### config.mk
export PLATFORM = sky130hd
export DESIGN_NAME = tone_div_poly_flat
export DESIGN_NICKNAME = d
export VERILOG_FILES = /design/src/rtl/tone_div_poly_pkg.sv /design/src/rtl/tone_div_poly_if.sv /design/src/rtl/tone_voice.sv /design/src/rtl/tone_div_poly.sv /design/src/flat_wrapper.sv
export SDC_FILE = /design/constraint.sdc
export NUM_CORES = 1
export LEC_CHECK = 0
export ABC_AREA = 1
export BUFFER_PORTS_ARGS = -buffer_cell sky130_fd_sc_hd__buf_2
export CAP_MARGIN = 20
export CORE_UTILIZATION = 65
export CTS_BUF_LIST = sky130_fd_sc_hd__clkbuf_16
export CTS_CLUSTER_DIAMETER = 50
export DETAILED_ROUTE_END_ITERATION = 6
export PLACE_DENSITY = 0.83
export SYNTH_ARGS = -nofsm -noshare
export SYNTH_HDL_FRONTEND = slang
export SYNTH_SLANG_ARGS = --single-unit
### constraint.sdc
create_clock -name clk -period 5.88 [get_ports clk]
set_input_delay 0.294 -clock clk [delete_from_list [all_inputs] [get_ports clk]]
set_output_delay 0.294 -clock clk [all_outputs]
set_load 0.005 [all_outputs]
### src/rtl/tone_div_poly_pkg.sv
// Shared constants and helpers for the polyphonic tone divider.
// Base half-period table, octave limits, key and pitch helpers.
package tone_pkg;

    localparam int KEY_MAX = 12;

    localparam int unsigned BASE_DIV [KEY_MAX] = '{
        631, 596, 562, 531, 501, 473,
        446, 421, 398, 375, 354, 334
    };

    localparam int OCT_MIN = -2;
    localparam int OCT_MAX = 2;

    // Highest pressed key wins; with no key pressed the old index is kept.
    function automatic logic [3:0] prio_hold(
        input logic [KEY_MAX-1:0] keys,
        input logic [3:0]         held
    );
        logic [3:0] idx;
        idx = held;
        for (int k = 0; k < KEY_MAX; k++) begin
            if (keys[k]) begin
                idx = 4'(k);
            end
        end
        return idx;
    endfunction

    function automatic int oct_clamp(input int oct);
        int o;
        o = oct;
        if (o < OCT_MIN) begin
            o = OCT_MIN;
        end
        if (o > OCT_MAX) begin
            o = OCT_MAX;
        end
        return o;
    endfunction

    // Positive octave halves the half period, negative doubles it.
    function automatic logic [31:0] shift_clamp(
        input logic [3:0]  idx,
        input int          oct,
        input logic [31:0] term_max
    );
        logic [31:0] base;
        logic [31:0] res;
        base = (idx < 4'(KEY_MAX)) ? BASE_DIV[idx] : BASE_DIV[0];
        if (oct >= 0) begin
            res = base >> oct;
        end else begin
            res = base << (-oct);
        end
        if (res < 32'd2) begin
            res = 32'd2;
        end
        if (res > term_max) begin
            res = term_max;
        end
        return res;
    endfunction

endpackage

### src/rtl/tone_div_poly_if.sv
// Key/octave inputs and per-voice wave, tick and gate outputs.
// The input-logic side is master, the divider is slave.
interface tone_div_poly_if #(
    parameter int NUM_VOICES = 2,
    parameter int NUM_KEYS   = 12,
    parameter int OCT_W      = 3
);

    logic [NUM_VOICES*NUM_KEYS-1:0] keys;
    logic [NUM_VOICES*OCT_W-1:0]    octave;
    logic [NUM_VOICES-1:0]          wave;
    logic [NUM_VOICES-1:0]          tick;
    logic [NUM_VOICES-1:0]          gate;

    modport master (
        output keys,
        output octave,
        input  wave,
        input  tick,
        input  gate
    );

    modport slave (
        input  keys,
        input  octave,
        output wave,
        output tick,
        output gate
    );

endinterface

### src/rtl/tone_voice.sv
// One tone channel: key/octave decode, pitch lookup and the
// half-period divider with retune only at wave toggles.
module tone_voice
    import tone_pkg::*;
#(
    parameter int NUM_KEYS = 12,
    parameter int CNT_W    = 24,
    parameter int OCT_W    = 3
) (
    input  logic                    clk,
    input  logic                    rst_n,
    input  logic [NUM_KEYS-1:0]     keys,
    input  logic signed [OCT_W-1:0] octave,
    output logic                    wave,
    output logic                    tick,
    output logic                    gate
);

    localparam logic [31:0] TERM_MAX = 32'((64'd1 << CNT_W) - 64'd1);
    localparam logic [CNT_W-1:0] TERM_RST = CNT_W'(BASE_DIV[0]);

    logic [KEY_MAX-1:0] keys_full;
    logic [3:0]         key_idx;
    logic               gate_s1;
    logic signed [2:0]  oct_s1;

    logic [CNT_W-1:0]   pend_term;
    logic               gate_s2;

    logic               gate_q;
    logic [CNT_W-1:0]   cnt;
    logic [CNT_W-1:0]   active_term;
    logic [CNT_W-1:0]   cnt_nxt;
    logic [CNT_W-1:0]   term_nxt;
    logic               wave_nxt;

    assign keys_full = KEY_MAX'(keys);

    always_ff @(posedge clk or negedge rst_n) begin
        if (!rst_n) begin
            key_idx <= '0;
            gate_s1 <= 1'b0;
            oct_s1  <= '0;
        end else begin
            key_idx <= prio_hold(keys_full, key_idx);
            gate_s1 <= |keys;
            oct_s1  <= 3'(oct_clamp(int'(octave)));
        end
    end

    always_ff @(posedge clk or negedge rst_n) begin
        if (!rst_n) begin
            pend_term <= '0;
            gate_s2   <= 1'b0;
        end else begin
            pend_term <= CNT_W'(shift_clamp(key_idx, int'(oct_s1), TERM_MAX));
            gate_s2   <= gate_s1;
        end
    end

    // The gate-rise cycle already counts as the first cycle of the half
    // period, so the first wave rise lands active_term cycles after gate.
    always_comb begin
        cnt_nxt  = cnt + 1'b1;
        term_nxt = active_term;
        wave_nxt = wave;
        if (!gate_s2) begin
            cnt_nxt  = '0;
            wave_nxt = 1'b0;
        end else if (!gate_q) begin
            cnt_nxt  = CNT_W'(1);
            term_nxt = pend_term;
            wave_nxt = 1'b0;
        end else if (cnt == active_term - 1'b1) begin
            cnt_nxt  = '0;
            term_nxt = pend_term;
            wave_nxt = ~wave;
        end
    end

    always_ff @(posedge clk or negedge rst_n) begin
        if (!rst_n) begin
            gate_q      <= 1'b0;
            cnt         <= '0;
            active_term <= TERM_RST;
            wave        <= 1'b0;
            tick        <= 1'b0;
        end else begin
            gate_q      <= gate_s2;
            cnt         <= cnt_nxt;
            active_term <= term_nxt;
            wave        <= wave_nxt;
            tick        <= wave_nxt & ~wave;
        end
    end

    assign gate = gate_s2;

endmodule

### src/rtl/tone_div_poly.sv
// Multi-voice tone divider: slices the buses and builds one
// independent tone_voice per channel.
module tone_div_poly
    import tone_pkg::*;
#(
    parameter int NUM_VOICES = 2,
    parameter int NUM_KEYS   = 12,
    parameter int CNT_W      = 24,
    parameter int OCT_W      = 3
) (
    input logic             clk,
    input logic             rst_n,
    tone_div_poly_if.slave  bus
);

    for (genvar v = 0; v < NUM_VOICES; v++) begin : g_voice
        tone_voice #(
            .NUM_KEYS (NUM_KEYS),
            .CNT_W    (CNT_W),
            .OCT_W    (OCT_W)
        ) u_voice (
            .clk    (clk),
            .rst_n  (rst_n),
            .keys   (bus.keys[v*NUM_KEYS +: NUM_KEYS]),
            .octave (bus.octave[v*OCT_W +: OCT_W]),
            .wave   (bus.wave[v]),
            .tick   (bus.tick[v]),
            .gate   (bus.gate[v])
        );
    end

endmodule

### src/flat_wrapper.sv
// flat-port wrapper written by rule: the top's interface ports become plain ports
module tone_div_poly_flat import tone_pkg::*;
#(
    parameter int NUM_VOICES = 2,
    parameter int NUM_KEYS   = 12,
    parameter int CNT_W      = 24,
    parameter int OCT_W      = 3
)
  (clk, rst_n, bus_keys, bus_octave, bus_wave, bus_tick, bus_gate);
  tone_div_poly_if #(.NUM_VOICES(NUM_VOICES), .NUM_KEYS(NUM_KEYS), .OCT_W(OCT_W)) bus_i ();
  input logic clk;
  input logic rst_n;
  input wire logic [$bits(bus_i.keys)-1:0] bus_keys;
  input wire logic [$bits(bus_i.octave)-1:0] bus_octave;
  output wire logic [$bits(bus_i.wave)-1:0] bus_wave;
  output wire logic [$bits(bus_i.tick)-1:0] bus_tick;
  output wire logic [$bits(bus_i.gate)-1:0] bus_gate;
  assign bus_i.keys = bus_keys;
  assign bus_i.octave = bus_octave;
  assign bus_wave = bus_i.wave;
  assign bus_tick = bus_i.tick;
  assign bus_gate = bus_i.gate;
  tone_div_poly #(.NUM_VOICES(NUM_VOICES), .NUM_KEYS(NUM_KEYS), .CNT_W(CNT_W), .OCT_W(OCT_W)) u_core (.clk(clk), .rst_n(rst_n), .bus(bus_i));
endmodule
==> results.md <==
- Slew @ Worst Pin: 0.909 ns
- Total Wirelength: about 25000 µm
- Sw Ratio: 36.3%
- Max Transition Viols Final: 0
- Final nets: about 1700
- Comb power frac: about a third
- Crit path max fanout: 22
- DR pass1 iterations: 6
- Clock sinks: 168
- Crit path required time: 6.22 ns
- Syn_area_per_cell: 7.08 µm²
- Reg clk slew, reported paths: 0.07 ns
- Worst EP arrival: 4.07 ns
- Post-route minimum period: approximately 3.7 ns
- Row count: 47
- DP HPWL: ~18000 µm
- Crit start category: flop
- Initial DRC Count: 838
- Total grt overflow: 0
- Reg power frac: 38.5%
- Final ANT Viol Nets: 0
- Skew final: 0.0134 ns
- Routed len/inst: 13.9 µm
- Fmax: 0.268 GHz
- Final-layout fill cell count: between 1000 and 1500
- NetSw: 0.00142 W
- Worst VDD drop: 0.000267 V
- Die Y: roughly 130 µm
- Leak Pwr: 6.23 nW
- Initial Utilization: around two thirds
- Top Ports: 38
- Post-CTS Hold Buffers: 3
- Mapped Area: 11300 µm²
- RSZ-0062 raised after global routing: no
- Power Dens Cells: around 320 nW/µm²
- Layout cells sized above 1: 8.04%
- DRC violations left: 0
- Setup Viol. Count Final: 0
- Post-Place Cell Area: roughly 11000 µm²
- Mapped Cells: about 1600
- H-tree depth: 4
- Width of the die: 134 µm
- Power Total: approximately 0.0039 W
- Root Buffer: clkbuf_16
- Largest net degree at the start of global routing: 96
- Crit end category: flop
- Final instance area: 12100 µm²
- Max_cap viols: 0
- Syn nets: 1656
- Final worst-path cycle share: between 60% and 70%
- Clock Tree Buf Depth: 2
- Antenna diodes: 0
- Sequential cell area fraction in the yosys report: 37.3%
- PortBufs: 37
- Distinct cells, synth: 45
- Clock Power Share: between 20% and 30%
- Hold Crit Class: in -> reg
- Via count: 10300
- Die ar.: ~18000 µm²
- Yosys warns: 0
- Post-CTS setup buffer count: 0
- Worst setup path category: reg -> reg
- Via density: around 5.7
- Register area: 4220 µm²
- Global-route wire length before repair: about 44000 µm
- Setup TNS: 0 ns
- CTS tree: done
- Most common cell after layout, fill and taps aside: nand2_1
- GRT Util Overall: 29.9%
- CTS buffer count: 17
- Placer Congestion: approximately 0.95
- Initial antenna violation count: 0
- Footprint of the multi-input gates: 6210 µm²
- Number of synthesized register bits: about 170
- Layout area overhead: 6.85%
- Status: finished, final reports clean
- Most frequent cells in the layout: nand2_1, nand3_1, nor2_1
- Via count of the first global-routing pass: 9527
- Clock latency at the later pin of the worst-skew pair: 0.44 ns
- Final hold vios: 0
- Slew headroom: about 40%
- Core ar.: 16800 µm²
- Cell-internal power: roughly 0.0025 W
- CTS resizes: 0
worst max-delay path, cell delays in order (launching register included):
cell and delay [ns]:
dfrtp_1 0.62, inv_1 0.31, ha_1 0.30, ha_1 0.21, nor2_1 0.62, inv_1 0.24, nor2_1 0.26, inv_1 0.08
nor2_1 0.21, inv_1 0.12, nor2_1 0.17, inv_1 0.29, o21ai_0 0.19
cell type report:
type                       count  share of cell area (%)
clock buffer                  17                    3.52
clock inverter                15                    1.46
inverter                     141                    4.38
multi-input combinational   1221                    51.4
sequential                   168                    34.9
tap                          220                    2.28
timing repair buffer          43                    2.02
metal layers:
layer / vias to the layer above / global-route usage, % / share of wire [%]
met5: - / 0 / 0
met4: 0 / 12.9 / 2.5
met3: 63 / 4.12 / 5.4
met2: 357 / 47.3 / 47
met1: 4782 / 41.2 / 46
li1: 5142 / - / -
cells in the mapped netlist, drive strengths merged:
| cell | n | area share [%] |
|---|---|---|
| a21boi | 2 | 0.13 |
| a21oi | 18 | 0.80 |
| a22oi | 6 | 0.40 |
| a31o | 1 | 0.077 |
| and2 | 2 | 0.11 |
| buf | 26 | 1.7 |
| clkbuf | 40 | 1.3 |
| clkinv | 3 | 0.10 |
| dfrtp | 154 | 34 |
| dfstp | 14 | 3.3 |
| ha | 28 | 3.1 |
| inv | 138 | 4.6 |
| mux2i | 1 | 0.089 |
| nand2 | 448 | 15 |
| nand3 | 241 | 11 |
| nand3b | 4 | 0.27 |
| nand4 | 28 | 1.5 |
| nor2 | 185 | 6.4 |
| nor3 | 63 | 2.9 |
| nor3b | 4 | 0.31 |
| nor4 | 4 | 0.28 |
| o211ai | 7 | 0.46 |
| o21ai | 50 | 2.2 |
| o21bai | 3 | 0.20 |
| o22ai | 4 | 0.22 |
| o311ai | 1 | 0.077 |
| o31ai | 1 | 0.066 |
| or2 | 13 | 0.74 |
| xnor2 | 34 | 2.6 |
| xor2 | 73 | 5.7 |
kinds of logic after synthesis:
family | after synthesis | share of synthesized area, %
DFF | 168 | 37.3
xor gates and xnor gates | 107 | 8.29
buffers and inverters | 207 | 7.75
AOI/OAI and AO/OA | 93 | 4.65
muxes | 1 | 0.0885
and+or+nand+nor | 992 | 38.8
adders and majority gates | 28 | 3.10
worst paths after layout:
path	slack [ns]	start	to	cells past startpoint
min in group asynchronous	0.48	rst_n	u_core.g_voice[0].u_voice.cnt[8]	2
worst max register to register	2.16	u_core.g_voice[1].u_voice.oct_s1[0]	u_core.g_voice[1].u_voice.pend_term[20]	12
max in group asynchronous	3.98	rst_n	u_core.g_voice[1].u_voice.oct_s1[2]	3
worst min register to register	0.35	u_core.g_voice[1].u_voice.gate_s1	u_core.g_voice[1].u_voice.gate	0
worst min-delay path	0.08	bus_octave[1]	u_core.g_voice[0].u_voice.oct_s1[1]	2
worst max-delay path	2.16	u_core.g_voice[1].u_voice.oct_s1[0]	u_core.g_voice[1].u_voice.pend_term[20]	12
power groups by stage:
stage                     clock (W)  sequential [W]  combinational, W
after detailed placement          0         0.00151           0.00122
final                       0.00114         0.00150           0.00125
after CTS                   0.00115         0.00150           0.00124
after floorplan                   0         0.00146           0.00101
after global routing        0.00119         0.00152           0.00142
after global placement            0         0.00151           0.00118
sequential cells by signal, indices dropped and copies added, names as in the netlist:
| name | count |
|---|---|
| u_core.g_voice.u_voice.tick | 2 |
| u_core.g_voice.u_voice.cnt | 48 |
| u_core.g_voice.u_voice.oct_s1 | 6 |
| u_core.g_voice.u_voice.pend_term | 48 |
| u_core.g_voice.u_voice.key_idx | 8 |
| u_core.g_voice.u_voice.wave | 2 |
| u_core.g_voice.u_voice.gate_s1 | 2 |
| u_core.g_voice.u_voice.active_term | 48 |
| u_core.g_voice.u_voice.gate | 2 |
| u_core.g_voice.u_voice.gate_q | 2 |
through the flow:
stage / cells / util, % / hold slack (ns) / worst slack [ns]
finish: 1825 / 72.1 / 0.0773 / 2.16
detailed placement: 1790 / 68.3 / 0.338 / 2.18
floorplan: 1596 / - / -0.00159 / 2.97
global route: 1825 / 72.1 / 0.0856 / 1.67
global placement: 1790 / 68.3 / 0.334 / 2.32
CTS: 1825 / 72.1 / 0.0694 / 2.19
No activity file was read; power rests on OpenSTA's default activity.
